--- src/rtl/riscv_pkg.sv ---
// Shared core constants: the architectural data width and the operand-source
// indices used by the forwarding muxes. The pipelined operand mux takes its
// defaults from here.
package riscv_pkg;

    // Architectural register width; default datapath width of the operand mux.
    localparam int XLEN = 32;

    // Operand-source indices as seen on the select of the operand mux.
    localparam int SRC_REG     = 0;
    localparam int SRC_MEM_FWD = 1;
    localparam int SRC_WB_FWD  = 2;

    // Number of operand sources; default input count of the operand mux.
    localparam int NUM_SRC = 3;

    // Width of a binary index able to address n inputs.
    function automatic int sel_width(input int n);
        return (n <= 1) ? 1 : $clog2(n);
    endfunction

endpackage

--- src/rtl/operand_mux_pipe_if.sv ---
// Handshake bundle for operand_mux_pipe: the upstream valid/ready channel
// carrying the flattened candidates plus select, and the downstream
// valid/ready channel carrying the chosen operand and its select-error flag.
// master = the side that offers candidates and consumes results.
// slave  = operand_mux_pipe itself.
interface operand_mux_pipe_if
    import riscv_pkg::*;
#(
    parameter int WIDTH  = XLEN,
    parameter int NUM_IN = NUM_SRC
);
    localparam int SEL_W = sel_width(NUM_IN);

    logic [NUM_IN*WIDTH-1:0] in_data;
    logic [SEL_W-1:0]        in_sel;
    logic                    in_valid;
    logic                    in_ready;
    logic [WIDTH-1:0]        out_data;
    logic                    out_valid;
    logic                    out_ready;
    logic                    out_err;

    modport master (
        output in_data, in_sel, in_valid, out_ready,
        input  in_ready, out_data, out_valid, out_err
    );

    modport slave (
        input  in_data, in_sel, in_valid, out_ready,
        output in_ready, out_data, out_valid, out_err
    );

endinterface

--- src/rtl/operand_mux_comb.sv ---
// Purely combinational operand select. Candidate k sits at
// i_data[k*WIDTH +: WIDTH]; a select at or beyond NUM_IN falls back to
// candidate 0 so the pipeline always has a defined operand.
// Optional feature: OPERAND_MUX_SEL_CHECK_EN adds o_sel_err, high when the
// select is out of range.
module operand_mux_comb
    import riscv_pkg::*;
#(
    parameter  int WIDTH  = XLEN,
    parameter  int NUM_IN = NUM_SRC,
    localparam int SEL_W  = sel_width(NUM_IN)
) (
    input  logic [NUM_IN*WIDTH-1:0] i_data,
    input  logic [SEL_W-1:0]        i_sel,
    output logic [WIDTH-1:0]        o_data
`ifdef OPERAND_MUX_SEL_CHECK_EN
    ,
    output logic                    o_sel_err
`endif
);

    // Select the indexed candidate; unmatched (out-of-range) selects keep candidate 0.
    always_comb begin
        // NOTE: the default assignment first covers every path, so no latch is inferred.
        o_data = i_data[0 +: WIDTH];
        for (int k = 1; k < NUM_IN; k++) begin
            if (i_sel == SEL_W'(k)) begin
                o_data = i_data[k*WIDTH +: WIDTH];
            end
        end
    end

`ifdef OPERAND_MUX_SEL_CHECK_EN
    localparam logic [31:0] NUM_IN_U = 32'(NUM_IN);

    assign o_sel_err = (32'(i_sel) >= NUM_IN_U);
`endif

endmodule

--- src/rtl/operand_mux_pipe.sv ---
// Registered operand mux with a valid/ready pipeline stage.
// Storage is an output register plus a single skid register (two beats).
// in_ready is a register equal to "skid register empty", so upstream never
// sees a combinational dependency on out_ready. With the output register
// draining every cycle the stage sustains one beat per cycle.
// Optional feature: OPERAND_MUX_SEL_CHECK_EN -- when defined, each beat carries
// an out-of-range-select flag to out_err; when undefined out_err is tied low.
module operand_mux_pipe
    import riscv_pkg::*;
#(
    parameter int WIDTH  = XLEN,
    parameter int NUM_IN = NUM_SRC
) (
    input  logic               clk,
    input  logic               rst,
    operand_mux_pipe_if.slave  io_bus
);

    localparam int SEL_W = sel_width(NUM_IN);

    // Selected candidate for the beat offered this cycle.
    logic [WIDTH-1:0] w_sel_data;

    // Handshake decode.
    logic w_in_fire;    // beat accepted this cycle
    logic w_out_free;   // output register empty or draining this cycle
    logic w_skid_pop;   // stored skid beat moves into the output register
    logic w_out_load;   // accepted beat goes straight into the output register
    logic w_skid_load;  // accepted beat parks in the skid register

    // Pipeline state. r_in_ready doubles as the skid-empty flag.
    logic             r_in_ready;
    logic             r_out_valid;
    logic [WIDTH-1:0] r_out_data;
    logic [WIDTH-1:0] r_skid_data;

`ifdef OPERAND_MUX_SEL_CHECK_EN
    logic w_sel_err;
    logic r_out_err;
    logic r_skid_err;
`endif

    operand_mux_comb #(
        .WIDTH  (WIDTH),
        .NUM_IN (NUM_IN)
    ) u_mux (
        .i_data    (io_bus.in_data),
        .i_sel     (io_bus.in_sel),
        .o_data    (w_sel_data)
`ifdef OPERAND_MUX_SEL_CHECK_EN
        ,
        .o_sel_err (w_sel_err)
`endif
    );

    // A full skid register implies a full output register, so a pop only
    // happens when the output frees; in_ready low blocks new beats meanwhile.
    assign w_in_fire   = io_bus.in_valid & r_in_ready;
    assign w_out_free  = ~r_out_valid | io_bus.out_ready;
    assign w_skid_pop  = w_out_free & ~r_in_ready;
    assign w_out_load  = w_out_free & w_in_fire;
    assign w_skid_load = ~w_out_free & w_in_fire;

    // Occupancy control: output-valid and skid-empty (in_ready) flags.
    always_ff @(posedge clk or posedge rst) begin
        if (rst) begin
            r_in_ready  <= 1'b1;
            r_out_valid <= 1'b0;
        end else begin
            // NOTE: non-blocking assignments make every flag see the pre-edge state of the others.
            if (w_out_free) begin
                r_out_valid <= w_skid_pop | w_in_fire;
            end
            if (w_skid_pop) begin
                r_in_ready <= 1'b1;
            end else if (w_skid_load) begin
                r_in_ready <= 1'b0;
            end
        end
    end

    // Output data register: refilled from the skid beat first, else from the mux.
    always_ff @(posedge clk or posedge rst) begin
        if (rst) begin
            r_out_data <= '0;
        end else if (w_skid_pop) begin
            r_out_data <= r_skid_data;
        end else if (w_out_load) begin
            r_out_data <= w_sel_data;
        end
    end

    // Skid data register: captures a beat accepted while the output is stalled.
    // NOTE: no reset here; its contents are only ever read while r_in_ready marks it full.
    always_ff @(posedge clk) begin
        if (w_skid_load) begin
            r_skid_data <= w_sel_data;
        end
    end

`ifdef OPERAND_MUX_SEL_CHECK_EN
    // Output error flag follows the same load priority as the output data.
    always_ff @(posedge clk or posedge rst) begin
        if (rst) begin
            r_out_err <= 1'b0;
        end else if (w_skid_pop) begin
            r_out_err <= r_skid_err;
        end else if (w_out_load) begin
            r_out_err <= w_sel_err;
        end
    end

    // Skid error flag travels with the parked beat.
    always_ff @(posedge clk) begin
        if (w_skid_load) begin
            r_skid_err <= w_sel_err;
        end
    end

    assign io_bus.out_err = r_out_err;
`else
    assign io_bus.out_err = 1'b0;
`endif

    assign io_bus.in_ready  = r_in_ready;
    assign io_bus.out_valid = r_out_valid;
    assign io_bus.out_data  = r_out_data;

endmodule

--- src/flat_wrapper.sv ---
// flat-port wrapper written by rule: the top's interface ports become plain ports
module operand_mux_pipe_flat import riscv_pkg::*;
#(
    parameter int WIDTH  = XLEN,
    parameter int NUM_IN = NUM_SRC
)
  (clk, rst, io_bus_in_data, io_bus_in_sel, io_bus_in_valid, io_bus_out_ready, io_bus_in_ready, io_bus_out_data, io_bus_out_valid, io_bus_out_err);
  operand_mux_pipe_if #(.WIDTH(WIDTH), .NUM_IN(NUM_IN)) io_bus_i ();
  input  logic clk;
  input  logic rst;
  input wire logic [$bits(io_bus_i.in_data)-1:0] io_bus_in_data;
  input wire logic [$bits(io_bus_i.in_sel)-1:0] io_bus_in_sel;
  input wire logic [$bits(io_bus_i.in_valid)-1:0] io_bus_in_valid;
  input wire logic [$bits(io_bus_i.out_ready)-1:0] io_bus_out_ready;
  output wire logic [$bits(io_bus_i.in_ready)-1:0] io_bus_in_ready;
  output wire logic [$bits(io_bus_i.out_data)-1:0] io_bus_out_data;
  output wire logic [$bits(io_bus_i.out_valid)-1:0] io_bus_out_valid;
  output wire logic [$bits(io_bus_i.out_err)-1:0] io_bus_out_err;
  assign io_bus_i.in_data = io_bus_in_data;
  assign io_bus_i.in_sel = io_bus_in_sel;
  assign io_bus_i.in_valid = io_bus_in_valid;
  assign io_bus_i.out_ready = io_bus_out_ready;
  assign io_bus_in_ready = io_bus_i.in_ready;
  assign io_bus_out_data = io_bus_i.out_data;
  assign io_bus_out_valid = io_bus_i.out_valid;
  assign io_bus_out_err = io_bus_i.out_err;
  operand_mux_pipe #(.WIDTH(WIDTH), .NUM_IN(NUM_IN)) u_core (.clk(clk), .rst(rst), .io_bus(io_bus_i));
endmodule
--- config.mk ---
export PLATFORM = sky130hd
export DESIGN_NAME = operand_mux_pipe_flat
export DESIGN_NICKNAME = d
export VERILOG_FILES = /design/src/rtl/riscv_pkg.sv /design/src/rtl/operand_mux_pipe_if.sv /design/src/rtl/operand_mux_comb.sv /design/src/rtl/operand_mux_pipe.sv /design/src/flat_wrapper.sv
export SDC_FILE = /design/constraint.sdc
export NUM_CORES = 1
export LEC_CHECK = 0
export ABC_AREA = 1
export BUFFER_PORTS_ARGS = -buffer_cell sky130_fd_sc_hd__clkbuf_2
export CAP_MARGIN = 0
export CORE_ASPECT_RATIO = 0.75
export CORE_UTILIZATION = 38
export CTS_CLUSTER_SIZE = 25
export DETAILED_ROUTE_END_ITERATION = 12
export PLACE_DENSITY_LB_ADDON = 0.1
export SYNTH_ARGS = -nofsm -noshare
export SYNTH_HDL_FRONTEND = slang
export SYNTH_SLANG_ARGS = --single-unit
export TNS_END_PERCENT = 50
--- constraint.sdc ---
create_clock -name clk -period 4.35 [get_ports clk]
set_input_delay 1.0875 -clock clk [delete_from_list [all_inputs] [get_ports clk]]
set_output_delay 1.0875 -clock clk [all_outputs]
set_load 0.005 [all_outputs]
# After elaboration in Yosys (flattened, before gate mapping)
# Index checks and enable logic that the tools add are counted.
dict set report word_totals {
  reg_bits 66
  latch_bits 0
  ram_bits 0
  mem_bits_ro 0
  out_inout_bits 35
  word_cells 23
  memories 0
}
dict set report classes {
  n_addsub 0
  mul 0
  div 0
  magnitude_cmp 0
  eq_ne 2
  n_shift 0
  muxes 6
  n_bitwise 9
  reduce_logical 2
}
# cell n
set ops {}
lappend ops {{2-to-1 mux 32 bit} 4}
lappend ops {{AND 1 bit} 4}
lappend ops {{nonzero test 2 bit} 2}
lappend ops {{inverter 1 bit} 3}
lappend ops {{== test 2 x 1 -> 1 bit, second input constant} 1}
lappend ops {{== test 2 bit, second input constant} 1}
lappend ops {{2-to-1 mux 1 bit} 2}
lappend ops {{OR 1 bit} 2}

# Longest topological paths before layout
dict set report depth {
  word_depth 6
  ltp_mapped 9
  ltp_nobuf 7
}

# Cells and area by module
# From an unflattened synthesis, not the netlist that was laid out.
dict set report hier_totals {
  cells_unflattened 562
  hier_area_um2 3935.0
}
# module n_inst cells_each area_per_inst_um2 seq_area_each_um2
set modules_own_cells {}
lappend modules_own_cells {operand_mux_pipe 1 317 2862.7 1813.0}
lappend modules_own_cells {operand_mux_comb 1 245 1072.3 0.0}

# Least setup slack after synthesis
# Ideal clock, no wire load.
dict set report synth_path {
  kind {input -> register}
  startpoint {input io_bus_out_ready}
  endpoint {register u_core.r_skid_data[0] (enable)}
  arrival_ps 2606
  t_required_ps 3929
  setup_slack_ps 1323
  stages 3
  path_cell_list {inv_1 > nand2_1 > nor2_1}
}
dict set report synth_via {
  elab_chain_len 3
}
# element line_no
set synth_rtl {}
lappend synth_rtl {{from (decl)} flat_wrapper.sv:14} ;# input wire logic [$bits(io_bus_i.out_ready)-1:0] io_bus_out_ready;
lappend synth_rtl {{OR 1 bit} operand_mux_pipe.sv:59} ;# assign w_out_free = ~r_out_valid | io_bus.out_ready;
lappend synth_rtl {{inverter 1 bit} operand_mux_pipe.sv:62} ;# assign w_skid_load = ~w_out_free & w_in_fire;
lappend synth_rtl {{AND 1 bit} operand_mux_pipe.sv:62}
lappend synth_rtl {{via u_core.w_skid_load} operand_mux_pipe.sv:29} ;# logic w_skid_load;
lappend synth_rtl {{to (signal assigned)} operand_mux_pipe.sv:97} ;# r_skid_data <= w_sel_data;
lappend synth_rtl {{to (decl)} operand_mux_pipe.sv:35} ;# logic [WIDTH-1:0] r_skid_data;
# The timed path passes the listed nets, and every way through them passes these cells.
# A chain may end at the register's enable or synchronous reset.

# Final worst setup path
dict set report layout_path {
  startpoint {input io_bus_in_sel[0]}
  endpoint {register u_core.r_out_data[14], in the netlist u_core.io_bus.out_data[14]}
}
dict set report layout_via {
  elab_chain_len 5
  word_cells_on_any_way 6
  classes_between {eq/ne: 2; mux: 4}
}
# element line_no
set layout_rtl {}
lappend layout_rtl {{from (decl)} flat_wrapper.sv:12} ;# input wire logic [$bits(io_bus_i.in_sel)-1:0] io_bus_in_sel;
lappend layout_rtl {{== test 2 x 1 -> 1 bit} operand_mux_comb.sv:27} ;# if (i_sel == SEL_W'(k)) begin
lappend layout_rtl {{2-to-1 mux 32 bit} operand_mux_comb.sv:27}
lappend layout_rtl {{2-to-1 mux 32 bit (*)} operand_mux_comb.sv:27}
lappend layout_rtl {{2-to-1 mux 32 bit (*)} operand_mux_pipe.sv:88} ;# end else if (w_out_load) begin
lappend layout_rtl {{2-to-1 mux 32 bit (*)} operand_mux_pipe.sv:86} ;# end else if (w_skid_pop) begin
lappend layout_rtl {{to (signal assigned)} operand_mux_pipe.sv:87} ;# r_out_data <= r_skid_data;
lappend layout_rtl {{to (signal assigned)} operand_mux_pipe.sv:89} ;# r_out_data <= w_sel_data;
lappend layout_rtl {{to (decl)} operand_mux_pipe.sv:34} ;# logic [WIDTH-1:0] r_out_data;
# Every way passes the cells marked *; elsewhere a longest branch is shown, timed or not. The select of a mux whose other input is x is not followed.

==> results_dict.tcl <==
set metrics [dict create \
    synth.top_cell.area_share_pct 27.21 \
    grt_pass1_vias 3364 \
    synth-async-reset-ratio_pct 51.52 \
    r2r_cells 6 \
    vias 3465 \
    wl_met3_um 613 \
    r2r_start "u_core.io_bus.in_ready" \
    clock_sinks 66 \
    synth_top_cell_by_area "edfxtp_1" \
    startpoint "io_bus_in_sel[0]" \
    gp_congestion 0.8027 \
    drt_iter0_drc 178 \
    wl_per_cell_um 14.83 \
    dp_hpwl_um 6596 \
    cts_max_path_buffers 2 \
    status "finished clean" \
    peakVddDrop_mv 0.2619 \
    holdBufCountCts 0 \
    finalMaxSlewViolations 0 \
    final_antenna_net_count 0 \
    synth.cells.most_frequent "134 x nand2_1, 97 x nand3_1, 48 x nor2_1" \
    fin_worst_skew_ns 0.009583 \
    p_seq_share_pct 41.7 \
    critPathMaxFanout 35 \
    final_util_pct 49.99 \
    combPwrFrac_pct 22.6 \
    clock.fmax_mhz 361.1 \
    syn_area_per_cell_sq_um 8.080 \
    die-width_um 113.3 \
    routed_wl_um 10220 \
    synth.most_common_cell "nand2_1" \
    vias_per_cell 5.029 \
    start_kind "input port" \
    synth-seq-cells 66 \
    final_hold_viol_count 0 \
    finalCritPeriodShare_pct 63.66 \
    drc 0 \
    area_delta_synth_final_pct 28.07 \
    ys.warnings.count 0 \
    fin_cells 689 \
    dp_slack_ns 1.237 \
    post_dp_cell_area_sq_um 4222 \
    worstPathRequired_ns 4.57 \
    syn-num-nets 539 \
    min-delay-path-class "flop to flop" \
    p_leak_nw 2.317 \
    p_sw_mw 0.5937 \
    synth_area_leaders "edfxtp_1 27%, dfrtp_1 23%, nand2_1 14%, nand3_1 14%, nand4_1 5.5%" \
    fin_crit_ns 2.769 \
    highest_layer "met4" \
    initial_core_util_pct 39.03 \
    r2r_setup_slack_ns 1.83 \
    syn_area_sq_um 3531 \
    grt_overflow 0 \
    cap_viol_max_count 0 \
    n_antenna_cell 0 \
    cp-end-kind "flop" \
    place_inst 673 \
    cts-root-buf "clkbuf_16" \
    die_h_um 85.48 \
    synth_edf_count 32 \
    p_per_area_nw_per_um2 451.7 \
    design_area_sq_um 4522 \
    dieArea_sq_um 9685 \
    critical_path_class "input port to flop" \
    r2r_end "u_core.io_bus.out_data[21]" \
    intPower_mw 1.449 \
    cp.arrival_ns 2.99 \
    cts_tree "yes" \
    post_cts_resized 0 \
    pin_count 137 \
    coreArea_sq_um 9046 \
    slew_headroom_pct 35.06 \
    cts_setup_buffers 0 \
    holdWs_ns 0.4395 \
    seq_area_frac_synth_pct 51.35 \
    tns_ns 0 \
    cts_buffers 9 \
    synth_cells 437 \
    row_count 30 \
    switching_share_pct 29.07 \
    power_mw 2.042 \
    post_synth_num_cell_types 17 \
    drive_gt1_share_pct 31.73 \
    first_pass_iters 5 \
    setup_violations 0 \
    post-route-worst-setup-slack_ns 1.581 \
    clkTransAtPathRegs_ns 0.06 \
    worst_pin_slew_ns 0.9718 \
    gr-usage-all-layers_pct 22.09 \
    hp-start "u_core.io_bus.out_valid" \
    crit_end "u_core.io_bus.out_data[14]" \
    met2WireLength_um 4767 \
    fin_nets 658 \
    wl_met1_um 4681 \
    rsz0062_at_grt "false" \
    grt_max_degree 37 \
    clkLatencyLatePin_ns 0.33 \
    pwr-share-clk_pct 35.7 \
    port_buffers 135 \
    cts.htree.levels 3 \
    synth_ff_type "dfrtp_1" \
    grt_pass1_wl_um 16190 \
    antenna_found_initial 0 \
]
[power groups by stage]
stage	registers, mW	clock network [mW]	logic (mW)
after detailed placement	0.862	0	0.467
after CTS	0.853	0.746	0.470
after floorplan	0.852	0	0.273
final	0.852	0.729	0.462
after global placement	0.863	0	0.457
after global routing	0.866	0.767	0.530
[cell type report]
class,count,area [sq um]
fill,909,4524
sequential,66,1813
multi-input combinational,333,1516
timing repair buffer,139,705.7
clock buffer,13,260.3
tap,128,160.2
clock inverter,3,40.04
inverter,7,26.28
[placed cells by master (no fill, tap or decap)]
master | Yosys | layout
clkbuf_1 | 3 | 2
nand4_1 | 31 | 31
clkbuf_2 | 0 | 135
nor2_1 | 48 | 47
nand2_2 | 4 | 4
conb_1 | 1 | 1
nand2_1 | 134 | 134
bufinv_16 | 0 | 1
inv_1 | 6 | 6
dfrtp_1 | 33 | 33
clkbuf_8 | 0 | 2
buf_4 | 5 | 4
nand3_1 | 97 | 97
nor2_4 | 1 | 2
clkinv_2 | 0 | 2
inv_2 | 1 | 1
clkbuf_16 | 0 | 9
nor2_2 | 17 | 17
dfstp_2 | 1 | 1
edfxtp_1 | 32 | 32
[sequential cells by signal, indices dropped and copies added (netlist names)]
name / flops
u_core.io_bus.out_valid: 1
u_core.r_skid_data: 32
u_core.io_bus.out_data: 32
u_core.io_bus.in_ready: 1
[worst min path at each step]
| stage | depth (start not counted) | end |
|---|---|---|
| floorplan | 1 | u_core.io_bus.in_ready |
| global placement | 1 | u_core.io_bus.in_ready |
| detailed placement | 1 | u_core.io_bus.in_ready |
| CTS | 1 | u_core.io_bus.in_ready |
| global route | 1 | u_core.io_bus.in_ready |
| finish | 1 | u_core.io_bus.in_ready |
[per-layer routing]
layer  GRT usage, %  vias to the layer above
met2          35.75                      134
met5              0                        -
met1          29.21                     1603
li1               -                     1716
met3          4.786                       12
met4          8.254                        0
[cells by family (layout without fill, tap and decap cells)]
group | Yosys count | in the layout | synth area share (%)
simple gates | 332 | 332 | 42.63
other cells | 1 | 1 | 0.1062
buf+inv | 38 | 162 | 5.918
flops | 66 | 66 | 51.35
[worst max-delay path: stages]
cell and delay [ns]:
clkbuf_2 0.60, nand2_1 0.51, buf_4 0.37, nand3_1 0.13
nand4_1 0.12, nand2_1 0.09, nand2_1 0.05
No activity file was read; power rests on OpenSTA's default activity.
